### config.mk
export PLATFORM = sky130hd
export DESIGN_NAME = cond_sum_merge
export DESIGN_NICKNAME = d
export VERILOG_FILES = /design/src/rtl/cond_sum_pkg.sv /design/src/rtl/cond_sum_merge_level.sv /design/src/rtl/cond_sum_merge.sv
export SDC_FILE = /design/constraint.sdc
export NUM_CORES = 1
export LEC_CHECK = 0
export CAP_MARGIN = 20
export CORE_MARGIN = 2
export CORE_UTILIZATION = 45
export CTS_CLUSTER_DIAMETER = 50
export DETAILED_ROUTE_END_ITERATION = 7
export MAX_ROUTING_LAYER = met4
export PLACE_DENSITY = 0.73
export SLEW_MARGIN = 5
export SYNTH_ARGS = -nofsm -noshare
export SYNTH_HDL_FRONTEND = slang
export SYNTH_HIERARCHICAL = 1
export SYNTH_SLANG_ARGS = --single-unit
### constraint.sdc
create_clock -name clk -period 1.3 [get_ports clk]
set_clock_uncertainty 0.15 [all_clocks]
set_input_delay 0.26 -clock clk [delete_from_list [all_inputs] [get_ports clk]]
set_output_delay 0.26 -clock clk [all_outputs]
set_load 0.03 [all_outputs]
### src/rtl/cond_sum_pkg.sv
`default_nettype none
// ============================================================================
// Module      : cond_sum_pkg
// Description : Shared helpers for the conditional-sum merge pipeline.
//               Covers the level count, pair-vector bit indexing and the
//               candidate record layout.
// Revision    : 1.0 - initial release
// ============================================================================
package cond_sum_pkg;

  localparam int MAX_WIDTH = 32;

  // Number of merge levels needed to fold WIDTH single-bit blocks into one.
  function automatic int LEVELS_OF(input int width);
    return $clog2(width);
  endfunction

  // Bit positions inside the interleaved {carry,sum} pair vector.
  function automatic int SUM_IDX(input int i);
    return 2 * i;
  endfunction

  function automatic int CAR_IDX(input int i);
    return 2 * i + 1;
  endfunction

  // One candidate block: carry out plus the sum bits. The merge level only
  // uses the low block-width bits of sum; the record is sized for the widest
  // legal operand.
  typedef struct packed {
    logic                 carry;
    logic [MAX_WIDTH-1:0] sum;
  } cand_t;

endpackage
`default_nettype wire

### src/rtl/cond_sum_merge_level.sv
`default_nettype none
// ============================================================================
// Module      : cond_sum_merge_level
// Description : One combinational conditional-sum merge level. Pairs of
//               BLK-wide blocks become 2*BLK-wide blocks, for both the
//               carry-in-0 (A) and carry-in-1 (B) candidates.
// Ports       : i_a / i_b  candidate vectors, blocks of {carry, sum[BLK-1:0]}
//               o_a / o_b  merged vectors, blocks of {carry, sum[2*BLK-1:0]}
// Revision    : 1.0 - initial release
// ============================================================================
module cond_sum_merge_level #(
  parameter int WIDTH = 8,
  parameter int BLK   = 1
) (
  input  logic [WIDTH+WIDTH/BLK-1:0]     i_a,
  input  logic [WIDTH+WIDTH/BLK-1:0]     i_b,
  output logic [WIDTH+WIDTH/(2*BLK)-1:0] o_a,
  output logic [WIDTH+WIDTH/(2*BLK)-1:0] o_b
);

  localparam int NPAIR = WIDTH / (2 * BLK);
  localparam int IW    = BLK + 1;
  localparam int OW    = 2 * BLK + 1;

  for (genvar p = 0; p < NPAIR; p++) begin : g_pair
    logic [IW-1:0] w_alo;
    logic [IW-1:0] w_ahi;
    logic [IW-1:0] w_blo;
    logic [IW-1:0] w_bhi;
    logic [IW-1:0] w_a_sel;
    logic [IW-1:0] w_b_sel;

    assign w_alo = i_a[(2*p)*IW   +: IW];
    assign w_ahi = i_a[(2*p+1)*IW +: IW];
    assign w_blo = i_b[(2*p)*IW   +: IW];
    assign w_bhi = i_b[(2*p+1)*IW +: IW];

    // The low block's carry decides which high-block candidate continues it;
    // the chosen high block's carry becomes the merged carry.
    assign w_a_sel = w_alo[BLK] ? w_bhi : w_ahi;
    assign w_b_sel = w_blo[BLK] ? w_bhi : w_ahi;

    assign o_a[p*OW +: OW] = {w_a_sel, w_alo[BLK-1:0]};
    assign o_b[p*OW +: OW] = {w_b_sel, w_blo[BLK-1:0]};
  end

endmodule
`default_nettype wire

### src/rtl/cond_sum_merge.sv
`default_nettype none
// ============================================================================
// Module      : cond_sum_merge
// Description : Pipelined conditional-sum merge stage. Registers the two
//               per-bit {carry,sum} pair vectors, runs log2(WIDTH) merge
//               levels (one per pipeline stage) and selects the final result
//               with the true carry-in. Whole pipe stalls on backpressure.
// Ports       : clk, rst_n            clock, async active-low reset
//               in_valid / in_ready   upstream handshake
//               r0, r1, cin           pair vectors for cin=0/1, true carry-in
//               out_valid / out_ready downstream handshake
//               sum, cout             registered result
//               txn_count             accepted outputs, wraps
// Revision    : 1.0 - initial release
// ============================================================================
module cond_sum_merge
  import cond_sum_pkg::*;
#(
  parameter int WIDTH = 8,   // power of two, 2..32
  parameter int CNT_W = 16
) (
  input  logic               clk,
  input  logic               rst_n,
  input  logic               in_valid,
  output logic               in_ready,
  input  logic [2*WIDTH-1:0] r0,
  input  logic [2*WIDTH-1:0] r1,
  input  logic               cin,
  output logic               out_valid,
  input  logic               out_ready,
  output logic [WIDTH-1:0]   sum,
  output logic               cout,
  output logic [CNT_W-1:0]   txn_count
);

  localparam int LEVELS = LEVELS_OF(WIDTH);

  logic             w_adv;
  logic             r_out_valid;
  logic [WIDTH-1:0] r_sum;
  logic             r_cout;
  logic [CNT_W-1:0] r_cnt;
  logic [WIDTH:0]   w_res;

  // Single global enable: bubbles are kept, everything moves together.
  assign w_adv    = out_ready | ~r_out_valid;
  assign in_ready = w_adv;

  // Stage k holds level-k candidates (block width 2^k); stage 0 is the raw
  // pair vectors, which already are width-1 {carry,sum} blocks.
  for (genvar k = 0; k < LEVELS; k++) begin : g_stage
    localparam int SW = WIDTH + (WIDTH >> k);
    localparam int MW = WIDTH + (WIDTH >> (k + 1));

    logic [SW-1:0] r_a;
    logic [SW-1:0] r_b;
    logic          r_v;
    logic          r_cin;
    logic [SW-1:0] w_na;
    logic [SW-1:0] w_nb;
    logic          w_nv;
    logic          w_ncin;
    logic [MW-1:0] w_ma;
    logic [MW-1:0] w_mb;

    if (k == 0) begin : g_head
      assign w_na   = r0;
      assign w_nb   = r1;
      assign w_nv   = in_valid;  // only sampled while in_ready is high
      assign w_ncin = cin;
    end else begin : g_body
      assign w_na   = g_stage[k-1].w_ma;
      assign w_nb   = g_stage[k-1].w_mb;
      assign w_nv   = g_stage[k-1].r_v;
      assign w_ncin = g_stage[k-1].r_cin;
    end

    always_ff @(posedge clk or negedge rst_n) begin
      if (!rst_n) begin
        r_a   <= '0;
        r_b   <= '0;
        r_v   <= 1'b0;
        r_cin <= 1'b0;
      end else if (w_adv) begin
        r_a   <= w_na;
        r_b   <= w_nb;
        r_v   <= w_nv;
        r_cin <= w_ncin;
      end
    end

    cond_sum_merge_level #(
      .WIDTH (WIDTH),
      .BLK   (1 << k)
    ) u_level (
      .i_a (r_a),
      .i_b (r_b),
      .o_a (w_ma),
      .o_b (w_mb)
    );
  end

  // Last level leaves one WIDTH-wide block per candidate: {carry, sum}.
  assign w_res = g_stage[LEVELS-1].r_cin ? g_stage[LEVELS-1].w_mb
                                         : g_stage[LEVELS-1].w_ma;

  always_ff @(posedge clk or negedge rst_n) begin
    if (!rst_n) begin
      r_out_valid <= 1'b0;
      r_sum       <= '0;
      r_cout      <= 1'b0;
      r_cnt       <= '0;
    end else begin
      if (w_adv) begin
        r_out_valid <= g_stage[LEVELS-1].r_v;
        r_sum       <= w_res[WIDTH-1:0];
        r_cout      <= w_res[WIDTH];
      end
      if (r_out_valid && out_ready) begin
        r_cnt <= r_cnt + {{(CNT_W-1){1'b0}}, 1'b1};
      end
    end
  end

  assign out_valid = r_out_valid;
  assign sum       = r_sum;
  assign cout      = r_cout;
  assign txn_count = r_cnt;

endmodule
`default_nettype wire

==> results.toml, run 1 <==
[min_path]
worst_hold_path_type = "input port to asynchronous set/reset pin"

[power_and_ir_drop]
cellLeakagePower_nw = 3.14
fin_total_pwr_w = 0.0143
power.ir.vdd_worst_mv = 1.33
cellPowerDensity_nw_per_um2 = 2130

[global_route]
grt_antenna_before_repair = 0
grt_max_degree = 41
gr_usage_total_pct = 16.9
grt_first_pass_wirelength_um = 15200
vias_in_the_first_global_route = 3163
globalRouteOverflowTotal = 0

[timing]
worst-slew-pin-transition_ns = 0.286
total_setup_violations_reported_at_the_end_of_the_flow = 129
maxSlewViolCount = 0
maxSlewHeadroom_pct = 81.0
setup_tns_ns = -19.74
max_freq_mhz = 645
layout_worst_path_cycle_share_pct = 119
finalHoldWorstSlack_ns = 0.156
period_minus_slack_ns = 1.55
final.setup.worst_slack_ns = -0.250
grt_setup_unrepaired = "yes"
hold_viol = 0

[finish]
design_area_um2 = 6720
areaGrowthSynthToFinish_pct = 33.7
layout-drive-gt1-share_pct = 52.4
multi_input_comb_area_um2 = 2200
antenna_cells_inserted = 0
seqCellArea_um2 = 2720
num-fill-cells = 794
final_nets = 483

[synth]
syn-num-nets = 374
synth-seq-area-share_pct = 53.8
synthFlopType = "sky130_fd_sc_hd__dfrtp_1"
postSynthAreaPerCell_um2 = 15.0
yosys.cell_types.count = 20
number_of_enable_type_register_cells_in_the_synthesized_netlist = 0
synth_async_sr_flop_share_pct = 100
synth.cell_area_um2 = 5030
yosysWarningCount = 6
syn_inst = 336
ys_seq_elements = 108

[detailed_routing]
firstDrtPassIters = 4
post-route-drc-count = 0
vias_per_cell = 4.91
wl_per_cell_um = 15.5
totalWireLength_um = 9120
vias = 2899
detailedRoute.firstIterationViolations = 139
detail_route_antenna_nets = 0

[clocking]
clkSinkCount = 108
h-tree-depth = 3
tritoncts_clock_tree = "built"
worst_setup_hold_path_clk_slew_ns = 0.10
cts-root-to-sink-buffers = 2
clock_insertion_delay_at_the_later_pin_of_the_skew_report_ns = 0.37
cts_inserted_buffers = 9
clock-root-buffer = "sky130_fd_sc_hd__clkbuf_8"

[placement]
dp_hpwl_um = 5760
port_buffers = 63
dpl_cell_area_um2 = 5870
place.gp.congestion = 0.735

[worst_setup_path]
timing.critical_path.from_type = "flop"
crit_slowest_cell = "sky130_fd_sc_hd__dfrtp_2"
r2r.worst_path.cells = 4
critical_path_class = "flop to flop"
crit_path_end_kind = "flop"
worst-path-max-fanout = 14
required_time_at_the_worst_slack_endpoint_ns = 1.41
cp.arrival_ns = 1.66
max_stage_delay_ns = 0.44
crit_chain = "nand2b_4 -> buf_8 -> bufbuf_16 -> mux2_4"

[floorplanning]
std_cell_rows = 38
dieArea_um2 = 12000
pin_count = 64
die_h_um = 110
fp.dieW_um = 110
core_region_area_um2 = 10900
floorplan.initialDensity_pct = 46.2

[job]
drv_cap = 0

[outcome]
outcome = "finished, violations left"
failing_checks = "setup timing"
## critical path, delay by kind of cell (launching register included)
| family | cells | cell delay [ns] |
|---|---|---|
| flip-flops | 1 | 0.44 |
| buffers and inverters | 2 | 0.44 |
| multiplexers | 1 | 0.30 |
| AND/OR/NAND/NOR | 1 | 0.10 |
## metrics by stage
step / worst slack, ns / std cells / utilization (%)
2_1_floorplan: -0.173 / 336 / -
3_3_place_gp: -0.591 / 530 / 53.9
3_5_place_dp: -0.645 / 530 / 53.9
4_1_cts: -0.261 / 585 / 60.8
5_1_grt: -0.288 / 590 / 61.7
6_report: -0.250 / 590 / 61.7
## synthesized netlist by cell type, types with 3 or more instances
cell type	count	area share [%]
sky130_fd_sc_hd__xor2_1	4	0.70
sky130_fd_sc_hd__nand2_1	7	0.52
sky130_fd_sc_hd__xnor2_1	11	1.9
sky130_fd_sc_hd__buf_2	4	0.40
sky130_fd_sc_hd__nand3_1	7	0.70
sky130_fd_sc_hd__buf_4	24	3.6
sky130_fd_sc_hd__a21oi_1	9	0.90
sky130_fd_sc_hd__nor2_1	15	1.1
sky130_fd_sc_hd__dfrtp_1	108	54
sky130_fd_sc_hd__buf_6	7	1.6
sky130_fd_sc_hd__mux2i_1	9	1.8
sky130_fd_sc_hd__mux2_2	33	7.4
sky130_fd_sc_hd__mux2_1	28	6.3
sky130_fd_sc_hd__mux2_4	60	18
sky130_fd_sc_hd__nand4_1	3	0.37
## metal layers
metal | track usage, % | vias to the layer above | wire (um)
met5 | - | - | 0
met4 | 8.23 | 0 | 178
met3 | 2.25 | 16 | 233
met2 | 28.4 | 50 | 4670
met1 | 20.2 | 1467 | 4050
li1 | - | 1366 | -
## power breakdown
part	switching, W	internal [W]
sequential	0.00107	0.00467
clock	0.00111	0.000892
combinational	0.00234	0.00421
## cell families (layout without fill, tap and decap cells)
logic type | Yosys count | in the layout | synth area share [%]
compound gates | 9 | 9 | 0.896
xor+xnor | 15 | 15 | 2.61
fa+ha+maj | 1 | 1 | 0.249
buf+inv | 37 | 151 | 5.73
flops | 108 | 108 | 53.8
mux | 130 | 130 | 33.4
simple gates | 36 | 36 | 3.36
## flip-flops by register name (all words and copies together), names as in the netlist
name           cells
cout               1
g_stage.r_a       38
g_stage.r_b       38
g_stage.r_cin      3
g_stage.r_v        3
out_valid          1
sum                8
txn_count         16
## layout make-up
| class | instances | share of cell area [%] |
|---|---|---|
| Sequential cell | 108 | 40.5 |
| Clock buffer | 12 | 2.01 |
| Inverter | 1 | 0.0559 |
| Multi-Input combinational cell | 191 | 32.8 |
| Tap cell | 140 | 2.61 |
| Timing Repair Buffer | 134 | 21.3 |
| Clock inverter | 4 | 0.745 |
## worst paths after layout
path | from | to | slack, ns
setup / recovery | out_valid | g_stage[2].r_a[1] | -0.25
hold / removal | rst_n | txn_count[4] | 0.16
setup reg to reg | out_valid | g_stage[2].r_a[1] | -0.25
hold reg to reg | g_stage[2].r_v | out_valid | 0.32
max in group asynchronous | rst_n | g_stage[2].r_b[4] | 0.32
min in group clk | out_ready | txn_count[1] | 0.27
## layout by cell type (no fill, tap or decap), drive strengths merged
master,instances
a21oi,9
buf,97
bufbuf,1
bufinv,1
clkbuf,12
clkdlybuf4s50,34
clkinv,1
clkinvlp,2
dfrtp,108
dlygate4sd2,1
dlygate4sd3,1
ha,1
inv,1
mux2,121
mux2i,9
nand2,7
nand2b,2
nand3,7
nand4,3
nor2,15
nor3,2
xnor2,11
xor2,4
## timing repair
action	CTS	global route
buffers inserted	36	7
hold endpoints to repair	108	0
setup endpoints to repair	127	133
pin swaps	13	8
cloned	2	0
hold buffers	1	0
resized for setup	60	20
(Power assumes the default switching activity.)
==> run 2, diff against run 1 <==
--- a/config.mk
+++ b/config.mk
@@ -5,13 +5,16 @@
 export SDC_FILE = /design/constraint.sdc
 export NUM_CORES = 1
 export LEC_CHECK = 0
+export ABC_CLOCK_PERIOD_IN_PS = 1300
 export CAP_MARGIN = 20
+export CELL_PAD_IN_SITES_DETAIL_PLACEMENT = 2
+export CELL_PAD_IN_SITES_GLOBAL_PLACEMENT = 2
 export CORE_MARGIN = 2
-export CORE_UTILIZATION = 45
+export CORE_UTILIZATION = 36
 export CTS_CLUSTER_DIAMETER = 50
 export DETAILED_ROUTE_END_ITERATION = 7
 export MAX_ROUTING_LAYER = met4
-export PLACE_DENSITY = 0.73
+export PLACE_DENSITY = 0.79
 export SLEW_MARGIN = 5
 export SYNTH_ARGS = -nofsm -noshare
 export SYNTH_HDL_FRONTEND = slang
==> run 2 against run 1 <==
Compared with the run above:
- largest cell class unchanged
- clock-buffer cell count grew 2
- flip-flop and latch count is the same
- design area increased by 6.8%
- critical path type unchanged
- worst setup slack worse by 0.041 ns
- the flow still finishes with violations (setup timing)
- largest power group unchanged
- sequential share of layout area shrank 2.6 points
==> results.toml, run 2 (synthesized netlist as in run 1, its figures left out) <==
[power_and_ir_drop]
power.ir.vdd_worst_mv = 0.814
cellLeakagePower_nw = 3.32
cellPowerDensity_nw_per_um2 = 2250
fin_total_pwr_w = 0.0161

[job]
drv_cap = 0

[floorplanning]
floorplan.initialDensity_pct = 36.5
die_h_um = 122
core_region_area_um2 = 13800
fp.dieW_um = 122
std_cell_rows = 43
dieArea_um2 = 14900
pin_count = 64

[finish]
final_core_util_pct = 52.1
areaGrowthSynthToFinish_pct = 42.7
most_frequent_standard_cell_in_the_layout_excluding_fill_and_tap_cells = "sky130_fd_sc_hd__dfrtp_1"
mostFrequentLayoutCells = "93 x sky130_fd_sc_hd__dfrtp_1, 68 x sky130_fd_sc_hd__mux2_4, 44 x sky130_fd_sc_hd__buf_4"
final_nets = 494
layout-drive-gt1-share_pct = 57.8

[worst_setup_path]
timing.critical_path.from_type = "flop"
worst-path-max-fanout = 6
required_time_at_the_worst_slack_endpoint_ns = 1.39
cp.arrival_ns = 1.68
crit_path_end_kind = "flop"
critical_path_class = "flop to flop"

[timing]
layout_worst_path_cycle_share_pct = 122
hold_viol = 0
maxSlewViolCount = 0
worst-slew-pin-transition_ns = 0.362
maxSlewHeadroom_pct = 75.8
period_minus_slack_ns = 1.59
max_freq_mhz = 629
grt_setup_unrepaired = "yes"
total_setup_violations_reported_at_the_end_of_the_flow = 128
final.setup.worst_slack_ns = -0.291

[detailed_routing]
post-route-drc-count = 0
vias_per_cell = 4.85
totalWireLength_um = 14300
detail_route_antenna_nets = 0
vias = 3107
wl_per_cell_um = 22.3
detailedRoute.firstIterationViolations = 149
firstDrtPassIters = 4

[outcome]
failing_checks = "setup timing"
outcome = "finished, violations left"

[clocking]
h-tree-depth = 3
tritoncts_clock_tree = "built"
clock-root-buffer = "sky130_fd_sc_hd__clkbuf_16"
clock_insertion_delay_at_the_later_pin_of_the_skew_report_ns = 0.36
worst_setup_hold_path_clk_slew_ns = 0.07
cts-root-to-sink-buffers = 2
cts_inserted_buffers = 9
clkSinkCount = 108

[placement]
port_buffers = 63
dp_hpwl_um = 7130
place.gp.congestion = 0.719

[global_route]
gr_usage_total_pct = 18.8
vias_in_the_first_global_route = 3538
globalRouteOverflowTotal = 0
grt_max_degree = 64
grt_antenna_before_repair = 1
grt_first_pass_wirelength_um = 20100

[min_path]
worst_hold_path_type = "input port to asynchronous set/reset pin"
## run 2: cell count changes in the layout (fill, tap and decap cells not counted), sizes merged
cell      change
clkinvlp      -2
buf           +8
clkbuf        +6
bufbuf        -1
bufinv        -1
diode         +1
## run 2: routing by layer
| layer | part of all wire (%) | routed length (um) | GRT usage, % | up-vias |
|---|---|---|---|---|
| met5 | 0 | 0 | - | - |
| met4 | 2.0 | 292 | 5.32 | 0 |
| met3 | 3.0 | 435 | 3.84 | 18 |
| met2 | 55 | 7900 | 33.6 | 60 |
| met1 | 40 | 5690 | 21.3 | 1637 |
| li1 | - | - | - | 1392 |
## run 2: cell type report
| class | count | area (um^2) |
|---|---|---|
| antenna | 1 | 2.50 |
| clock buffer | 14 | 284 |
| clock inverter | 1 | 5.00 |
| fill | 1249 | 6600 |
| inverter | 1 | 6.26 |
| multi-input combinational | 191 | 2280 |
| sequential | 108 | 2720 |
| tap | 180 | 225 |
| timing repair buffer | 145 | 1650 |
## run 2: what timing repair did
item	in CTS	in global routing
gates resized for setup	64	39
pin swaps	7	15
gates cloned	3	4
hold buffers	1	0
endpoints found under the setup margin	128	132
hold endpoints to repair	108	0
buffers inserted	35	15
## run 2: stage by stage
step / setup slack (ns) / area, um^2 / cells / hold slack (ns) / TNS (ns)
4_1_cts: -0.274 / 6850 / 624 / 0.0873 / -21.04
6_report: -0.291 / 7170 / 641 / 0.122 / -21.54
5_1_grt: -0.313 / 7170 / 641 / 0.103 / -26.01
3_5_place_dp: -0.646 / 5930 / 570 / -0.0777 / -59.67
2_1_floorplan: -0.173 / 5120 / 336 / -0.186 / -12.89
3_3_place_gp: -0.634 / 5930 / 570 / -0.0772 / -58.49
## run 2: worst paths after layout
| check | cells past startpoint | slack (ns) | to | start |
|---|---|---|---|---|
| max | 5 | -0.29 | g_stage[2].r_b[2] | out_valid |
| max in group asynchronous | 3 | 0.30 | g_stage[2].r_a[4] | rst_n |
| min in group clk | 1 | 0.35 | out_valid | g_stage[2].r_v |
| min | 2 | 0.12 | txn_count[1] | rst_n |
| max reg2reg | 5 | -0.29 | g_stage[2].r_b[2] | out_valid |
| min reg2reg | 1 | 0.35 | out_valid | g_stage[2].r_v |
## run 2: where the power goes
group / switching, W / leakage, nW / total [W] / internal (W)
combinational: 0.00289 / 1.91 / 0.00745 / 0.00455
clock: 0.00124 / 0.145 / 0.00273 / 0.00150
sequential: 0.00125 / 1.26 / 0.00593 / 0.00468
## run 2: worst max-delay path, cell delays in order, from the launching register on
cell                        delay (ns)
sky130_fd_sc_hd__dfrtp_2          0.44
sky130_fd_sc_hd__nand2b_4         0.14
sky130_fd_sc_hd__buf_12           0.16
sky130_fd_sc_hd__buf_12           0.13
sky130_fd_sc_hd__clkbuf_16        0.15
sky130_fd_sc_hd__mux2_4           0.30
==> run 3, diff against run 2 <==
--- a/config.mk
+++ b/config.mk
@@ -14,7 +14,7 @@
 export CTS_CLUSTER_DIAMETER = 50
 export DETAILED_ROUTE_END_ITERATION = 7
 export MAX_ROUTING_LAYER = met4
-export PLACE_DENSITY = 0.79
+export PLACE_DENSITY = 0.76
 export SLEW_MARGIN = 5
 export SYNTH_ARGS = -nofsm -noshare
 export SYNTH_HDL_FRONTEND = slang
==> run 3 against run 2 <==
Compared with the run above:
- the run still ends with setup timing left
- wire length is 9.7% lower
- worst setup slack better by 0.037 ns
- die area stayed put
- via count is 2.2% lower
- sequential power about the same
- first-iteration DRC count decreased by 57%
- utilization decreased by 0.50 points
- sequential share of layout area increased by 0.33 points
- non-clock buffer count shrank 4
- critical path type is now flop to output port
- largest power group unchanged
- global-route usage decreased by 1.3 points
- power fell by 1.9%
==> results.toml, run 3 (synthesized netlist as in run 1, its figures left out) <==
[timing]
setup_tns_ns = -19.57
final.setup.worst_slack_ns = -0.254
period_minus_slack_ns = 1.55
total_setup_violations_reported_at_the_end_of_the_flow = 129
hold_viol = 0
worst-slew-pin-transition_ns = 0.296
max_freq_mhz = 643
maxSlewViolCount = 0
grt_setup_unrepaired = "yes"
layout_worst_path_cycle_share_pct = 120
maxSlewHeadroom_pct = 80.3

[global_route]
grt_first_pass_wirelength_um = 18900
grt_antenna_before_repair = 0
globalRouteOverflowTotal = 0
vias_in_the_first_global_route = 3460
grt_max_degree = 39
gr_usage_total_pct = 17.5

[placement]
preCtsSetupSlack_ns = -0.566
dp_hpwl_um = 7430
place.gp.congestion = 0.726
port_buffers = 63

[finish]
final_nets = 490
antenna_cells_inserted = 0
seqCellArea_um2 = 2720
num-fill-cells = 1285
areaGrowthSynthToFinish_pct = 41.4
multi_input_comb_area_um2 = 2320
layout-drive-gt1-share_pct = 54.2
mostFrequentLayoutCells = "95 x sky130_fd_sc_hd__dfrtp_1, 89 x sky130_fd_sc_hd__mux2_4, 46 x sky130_fd_sc_hd__buf_4"
most_frequent_standard_cell_in_the_layout_excluding_fill_and_tap_cells = "sky130_fd_sc_hd__dfrtp_1"

[outcome]
failing_checks = "setup timing"
outcome = "finished, violations left"

[detailed_routing]
vias = 3039
detailedRoute.firstIterationViolations = 64
firstDrtPassIters = 4
totalWireLength_um = 12900
post-route-drc-count = 0
vias_per_cell = 4.79
wl_per_cell_um = 20.4
detail_route_antenna_nets = 0

[worst_setup_path]
worst-path-max-fanout = 4
crit_chain = "nand2b_4 -> buf_12 -> buf_8"
path_buf_inv = 2
critical-path-top-delay-family = "flip-flops"
cp.arrival_ns = 1.14
timing.critical_path.from_type = "flop"
crit_path_end_kind = "output port"
required_time_at_the_worst_slack_endpoint_ns = 0.89
critical_path_class = "flop to output port"
max_stage_delay_ns = 0.44
crit_slowest_cell = "sky130_fd_sc_hd__dfrtp_2"

[floorplanning]
floorplan.initialDensity_pct = 36.5
core_region_area_um2 = 13800
std_cell_rows = 43
fp.dieW_um = 122
die_h_um = 122
pin_count = 64
dieArea_um2 = 14900

[clocking]
clock-root-buffer = "sky130_fd_sc_hd__clkbuf_16"
worst_setup_hold_path_clk_slew_ns = 0.07
clkSinkCount = 108
cts-root-to-sink-buffers = 2
cts_inserted_buffers = 9
tritoncts_clock_tree = "built"
clock_insertion_delay_at_the_later_pin_of_the_skew_report_ns = 0.35
h-tree-depth = 3

[job]
drv_cap = 0

[power_and_ir_drop]
cellLeakagePower_nw = 3.35
power.ir.vdd_worst_mv = 0.881
cellPowerDensity_nw_per_um2 = 2220

[min_path]
worst_hold_path_type = "input port to asynchronous set/reset pin"
==> run 3: cell count changes in the layout (fill, tap and decap cells not counted), moves of 4 or more <==
cell,change
sky130_fd_sc_hd__mux2_2,-21
sky130_fd_sc_hd__mux2_4,+21
sky130_fd_sc_hd__buf_6,-5
sky130_fd_sc_hd__clkbuf_8,-4
sky130_fd_sc_hd__nand3_1,+4
sky130_fd_sc_hd__nand3_2,-4
sky130_fd_sc_hd__nor2_1,+4
sky130_fd_sc_hd__nor2_4,-4
==> run 3: stage by stage <==
stage          power, W  area, um^2  std cells  hold slack [ns]  utilization (%)
2_1_floorplan   0.00990        5120        336           -0.186                -
3_5_place_dp     0.0115        5990        572           0.0101             43.5
5_1_grt          0.0167        7110        634            0.203             51.6
6_report         0.0158        7110        634            0.188             51.6
3_3_place_gp     0.0111        5990        572          0.00900             43.5
4_1_cts          0.0149        6700        615            0.171             48.7
==> run 3: path summary, 6_finish.rpt <==
check                               startpoint  cells past startpoint  slack [ns]                 to
worst min register to register  g_stage[2].r_v                      1        0.35          out_valid
max in group asynchronous                rst_n                      3        0.31  g_stage[2].r_a[4]
min in group clk                g_stage[2].r_v                      1        0.35          out_valid
worst max-delay path                 out_valid                      3       -0.25           in_ready
worst min-delay path                     rst_n                      2        0.19     g_stage[0].r_v
worst max register to register       out_valid                      4       -0.22  g_stage[2].r_b[3]
==> run 3: timing repair <==
item                                    4_1_cts  5_1_grt
endpoints found under the setup margin      128      131
hold buffers                                  1        0
hold endpoints to repair                    108        0
cloned                                        1        4
buffers inserted                             28       15
pin swaps                                     5        6
gates resized for setup                      57       46
==> run 3: cell type report <==
cell class	instances	share of cell area, %
Inverter	1	0.0528
Sequential cell	108	38.3
Clock inverter	2	0.211
Clock buffer	11	3.28
Multi-Input combinational cell	191	32.6
Tap cell	180	3.17
Timing Repair Buffer	141	22.4
==> run 3: per-layer routing <==
metal / vias up / wire length [um] / GRT usage [%]
li1: 1377 / - / -
met1: 1574 / 5270 / 20.0
met2: 67 / 7040 / 30.5
met3: 21 / 375 / 4.12
met4: 0 / 254 / 5.17
met5: - / 0 / -
==> run 3: where the power goes <==
group / switching [W] / leakage (nW) / total (W) / internal, W
Combinational: 0.00270 / 1.98 / 0.00740 / 0.00470
Clock: 0.00119 / 0.114 / 0.00246 / 0.00127
Sequential: 0.00128 / 1.26 / 0.00595 / 0.00468
Total: 0.00516 / 3.35 / 0.0158 / 0.0106
